### config.mk
export PLATFORM = sky130hd
export DESIGN_NAME = clock_divider_multi
export DESIGN_NICKNAME = d
export VERILOG_FILES = /design/src/rtl/clk_div_pkg.sv /design/src/rtl/clk_div_channel.sv /design/src/rtl/clock_divider_multi.sv
export SDC_FILE = /design/constraint.sdc
export NUM_CORES = 1
export LEC_CHECK = 0
export CORE_ASPECT_RATIO = 1.2
export CORE_UTILIZATION = 45
export DETAILED_ROUTE_END_ITERATION = 12
export SLEW_MARGIN = 10
export SYNTH_ARGS = -nofsm -noshare
export SYNTH_HDL_FRONTEND = slang
export SYNTH_SLANG_ARGS = --single-unit
### constraint.sdc
create_clock -name i_clk -period 3.85 [get_ports i_clk]
set_input_delay 0.5775 -clock i_clk [delete_from_list [all_inputs] [get_ports i_clk]]
set_output_delay 0.5775 -clock i_clk [all_outputs]
set_load 0.005 [all_outputs]
### src/rtl/clk_div_pkg.sv
// clk_div_pkg: shared widths, defaults and the channel-index width helper for the clock divider
package clk_div_pkg;
    localparam int CNT_W_DEF       = 32;
    localparam int DEFAULT_DIV_DEF = 50_000;
    localparam int MAX_CH          = 8;

    function automatic int ch_w(input int n);
        return (n <= 1) ? 1 : $clog2(n);
    endfunction
endpackage

### src/rtl/clk_div_channel.sv
// clk_div_channel: one divider channel with shadowed divisor, tick strobe, toggle output and pending flag
module clk_div_channel
    import clk_div_pkg::*;
#(
    parameter int CNT_W       = CNT_W_DEF,
    parameter int DEFAULT_DIV = DEFAULT_DIV_DEF
) (
    input  logic             i_clk,
    input  logic             i_reset,
    input  logic             i_enable,
    input  logic             i_sync,
    input  logic             i_wr,
    input  logic [CNT_W-1:0] i_val,
    output logic             o_tick,
    output logic             o_clk,
    output logic             o_pending
);
    logic [CNT_W-1:0] r_cnt;
    logic [CNT_W-1:0] r_act;
    logic [CNT_W-1:0] r_shd;
    logic             r_tick;
    logic             r_clk;
    logic             r_pend;
    logic [CNT_W-1:0] w_d;
    logic             w_tc;

    assign w_d       = (r_act == '0) ? CNT_W'(1) : r_act;
    assign w_tc      = r_cnt == w_d - CNT_W'(1);
    assign o_tick    = r_tick;
    assign o_clk     = r_clk;
    assign o_pending = r_pend;

    always_ff @(posedge i_clk) begin
        if (i_reset) begin
            r_cnt  <= '0;
            r_act  <= CNT_W'(DEFAULT_DIV);
            r_shd  <= CNT_W'(DEFAULT_DIV);
            r_tick <= 1'b0;
            r_clk  <= 1'b0;
            r_pend <= 1'b0;
        end else if (i_sync) begin
            r_cnt  <= '0;
            r_act  <= i_wr ? i_val : r_shd;
            r_shd  <= i_wr ? i_val : r_shd;
            r_tick <= 1'b0;
            r_clk  <= 1'b0;
            r_pend <= 1'b0;
        end else if (i_wr && !i_enable) begin
            r_cnt  <= '0;
            r_act  <= i_val;
            r_shd  <= i_val;
            r_tick <= 1'b0;
            r_pend <= 1'b0;
        end else if (i_enable) begin
            // the half-period in flight always finishes on the old divisor
            if (i_wr) r_shd <= i_val;
            if (w_tc && r_pend) r_act <= r_shd;
            r_pend <= i_wr || (r_pend && !w_tc);
            r_cnt  <= w_tc ? '0 : r_cnt + CNT_W'(1);
            r_tick <= w_tc;
            if (w_tc) r_clk <= ~r_clk;
        end else begin
            r_tick <= 1'b0;
        end
    end
endmodule

### src/rtl/clock_divider_multi.sv
// clock_divider_multi: NUM_CH programmable tick/toggle dividers with a shared phase-align sync
module clock_divider_multi
    import clk_div_pkg::*;
#(
    parameter int NUM_CH      = 2,
    parameter int CNT_W       = CNT_W_DEF,
    parameter int DEFAULT_DIV = DEFAULT_DIV_DEF
) (
    input  logic                      i_clk,
    input  logic                      i_reset,
    input  logic [NUM_CH-1:0]         i_enable,
    input  logic                      i_sync,
    input  logic                      i_div_wr,
    input  logic [ch_w(NUM_CH)-1:0]   i_div_ch,
    input  logic [CNT_W-1:0]          i_div_val,
    output logic [NUM_CH-1:0]         o_tick,
    output logic [NUM_CH-1:0]         o_clk,
    output logic [NUM_CH-1:0]         o_div_pending
);
    if (NUM_CH < 1 || NUM_CH > MAX_CH) begin : g_bad_num_ch
        $error("NUM_CH out of range");
    end

    for (genvar c = 0; c < NUM_CH; c++) begin : g_ch
        logic w_wr;
        // indices with no matching channel select nothing, so such writes vanish
        assign w_wr = i_div_wr && (int'(i_div_ch) == c);
        clk_div_channel #(
            .CNT_W      (CNT_W),
            .DEFAULT_DIV(DEFAULT_DIV)
        ) u_ch (
            .i_clk    (i_clk),
            .i_reset  (i_reset),
            .i_enable (i_enable[c]),
            .i_sync   (i_sync),
            .i_wr     (w_wr),
            .i_val    (i_div_val),
            .o_tick   (o_tick[c]),
            .o_clk    (o_clk[c]),
            .o_pending(o_div_pending[c])
        );
    end
endmodule
==> run metrics <==
outcome completed; Critical Path RT 4.18 ns; Final Slew Violations 0; worst vdd ir 222.5 uV; Final setup viols 0; Layout Utilization 0.5442; YS warnings 0; Syn Area/Cell 8.312 um^2; total CTS buffers 17; DRT iter0 DRCs 576; ys async rst share 0; Placer Congestion 0.9654; Avg Vias per Cell 5.595; HP Class flip-flop to flip-flop; clock power share 0.388; LEAKAGE 5.243 nW; post-route insts no fill 1859; Setup CP Type flip-flop to flip-flop; worst hold start g_ch[0].u_ch.r_shd[27]$_SDFFE_PP0P_; Max clock buf depth 2; core area 25780 um^2; WP data arrival 4.08 ns; synth top area cells dfxtp_1 (33%), mux2i_1 (6.3%), mux2_4 (6.0%); Post-Syn Area 11940 um^2; Post-Place Cells 1817; vias in the first global route 10282; Period Utilization, post-route 0.9734; antenna-violating nets left 0; largest net degree at the start of global routing 98; startpoint types flip-flop; Starting Density 0.4629; Slew headroom 0.5811; post-detail-place hpwl 26550 um; clock skew 0.009148 ns; #FFs+latches synth 198; drt total wl 35090 um; Clock Tree Root clkbuf_16; Combinational Power Share 0.170; P_int 3.470 mW; number of synthesized flops with an enable pin 0; number of diodes 0; Critical Path Fanout Max 6; NetSw 1.411 mW; area share of the largest cell type after synthesis 0.3321; die width 150.7 um; Worst Setup SP g_ch[1].u_ch.r_act[16]$_SDFFE_PP0P_; number of max-cap violations 0; initial antenna violation count 0; Post-layout nets 1559; Placed Area 13210 um^2; CTS tree built; worst-margin pin slew 0.6227 ns; final worst path period need 3.748 ns; Clk Latency, worst-skew pair 0.44 ns; Hold Buf Count CTS 0; main flop type after synthesis dfxtp_1; Setup TNS 0 ns; # IOs 45; PD cells 347.9 nW/um^2; Routed WL per cell 18.88 um; fraction of layout cells with a size suffix above 1 0.1609; cell accounting for the most synthesized area dfxtp_1; Congestion Overflow GR 0; Synth Instances 1436; PortBufs 44; Netlist cell types 74; setup slack, reg-to-reg 0.10 ns; Switching Fraction 0.2890; Tot GR Track Use 0.2596; total die area 27180 um^2; Layout area overhead 17.56%; first-pass GRT wire length 54580 um; syn nets 1479; Critical Path Sink Type flip-flop; Die Ht 180.4 um; Seq/Total Area, Yosys 0.3321; fmax 266.8 MHz; Fin. Hold Viols 0; vias post-DR 10402; DRC errors left 0; Finished Cell Area 14030 um^2; Reg-to-Reg Start g_ch[1].u_ch.r_act[16]$_SDFFE_PP0P_; Rows 64; clock transition at the registers of the reported paths 0.08 ns; Clock Sinks 198; DR pass1 iterations 5; H-tree depth 4; total power 4.881 mW; Flop pwr share 0.442
-- synthesized netlist by cell type (5+ instances only) --
cell	count
dfxtp_1	198
nand2_1	180
nor2_1	128
nor3_1	91
mux2i_1	75
a21oi_1	70
xnor2_1	68
nor2b_1	65
clkbuf_1	61
xor2_1	61
mux2_4	48
nor4_1	38
nand4_1	37
nand3_1	33
inv_1	17
and3_1	16
nand3b_1	16
a211oi_1	15
or3_1	14
buf_4	13
o21ai_0	13
a31oi_1	11
and4_1	10
buf_2	10
nand2b_1	10
or4_1	10
buf_1	9
and2_1	8
nand4b_1	8
buf_6	7
o211ai_1	7
mux2_2	6
o31a_1	5
-- layer usage --
metal | global-route usage | wire, um | up-vias
li1 | - | - | 5224
met1 | 0.2951 | 14390 | 4926
met2 | 0.4739 | 18380 | 188
met3 | 0.02911 | 891 | 64
met4 | 0.1244 | 1438 | 0
met5 | 0 | 0 | -
-- final timing paths --
kind / cells after the start / end
worst min-delay path: 2 / g_ch[0].u_ch.r_shd[27]$_SDFFE_PP0P_
worst min register to register: 2 / g_ch[0].u_ch.r_shd[27]$_SDFFE_PP0P_
worst max-delay path: 15 / g_ch[1].u_ch.r_act[19]$_SDFFE_PP0P_
worst max register to register: 15 / g_ch[1].u_ch.r_act[19]$_SDFFE_PP0P_
-- timing repair --
item	CTS	global route
endpoints found under the setup margin	13	95
buffers inserted	0	8
hold endpoints to repair	0	0
pin swaps	0	8
gates cloned	0	2
gates resized for setup	1	25
-- sequential cells by signal (all words and copies together), names as in the netlist --
signal	flops
g_ch.u_ch.r_act	64
g_ch.u_ch.o_tick	2
g_ch.u_ch.o_pending	2
g_ch.u_ch.r_cnt	64
g_ch.u_ch.r_shd	64
g_ch.u_ch.o_clk	2
-- through the flow --
step                setup WS [ns]  hold WS, ns
detailed placement        0.01226       0.4460
global route            -0.005185       0.4751
finish                     0.1023       0.4545
global placement          0.04725       0.4403
CTS                       0.01630       0.4565
floorplan                  0.1110       0.4295
-- placed cells by master (no fill, tap or decap), types with 6 or more instances in the layout --
cell | netlist | routed
dfxtp_1 | 198 | 196
nand2_1 | 180 | 180
nor2_1 | 128 | 128
buf_4 | 13 | 106
nor3_1 | 91 | 90
mux2i_1 | 75 | 75
xnor2_1 | 68 | 68
a21oi_1 | 70 | 68
nor2b_1 | 65 | 63
xor2_1 | 61 | 61
mux2_4 | 48 | 48
clkdlybuf4s50_1 | 0 | 43
nand4_1 | 37 | 37
nor4_1 | 38 | 35
nand3_1 | 33 | 33
clkbuf_16 | 0 | 19
inv_1 | 17 | 17
and3_1 | 16 | 16
nand3b_1 | 16 | 16
a211oi_1 | 15 | 15
or3_1 | 14 | 14
o21ai_0 | 13 | 13
nand2b_1 | 10 | 10
and4_1 | 10 | 9
a31oi_1 | 11 | 9
nand4b_1 | 8 | 8
or4_4 | 4 | 7
or4_1 | 10 | 7
o211ai_1 | 7 | 7
and2_1 | 8 | 7
mux2_2 | 6 | 6
inv_6 | 0 | 6
buf_12 | 0 | 6
-- cells by family after synthesis --
logic type	share of synthesized area
simple gates	0.2995
flops	0.3321
compound gates	0.09434
xor+xnor	0.09465
mux	0.1289
buf+inv	0.04633
fa+ha+maj	0.004193
-- worst max-delay path, stage by stage (launching register included) --
cell       delay, ns
dfxtp_2         0.32
or4_4           0.60
nor4_4          0.33
a31oi_2         0.14
ha_2            0.22
nor2b_4         0.14
nand4_1         0.17
nor3_1          0.08
xnor2_1         0.28
nand4_1         0.19
nor4_1          0.31
buf_4           0.17
a21oi_4         0.07
buf_6           0.16
clkbuf_16       0.16
mux2_4          0.29
-- final cells by class --
type                            instances  area [um^2]
Clock buffer                           17        425.4
Clock inverter                         15        186.4
Fill cell                            2475        11750
Inverter                               17        63.81
Multi-Input combinational cell       1121         7536
Sequential cell                       198         3966
Tap cell                              330        412.9
Timing Repair Buffer                  161         1441
-- power by group through the flow --
stage / logic, mW / registers (mW) / clock network [mW]
global route: 0.893 / 2.17 / 2.00
floorplan: 0.489 / 2.21 / 0
detailed placement: 0.798 / 2.20 / 0
finish: 0.829 / 2.16 / 1.89
CTS: 0.803 / 2.16 / 1.94
global placement: 0.796 / 2.20 / 0
No activity file was read; power rests on OpenSTA's default activity.
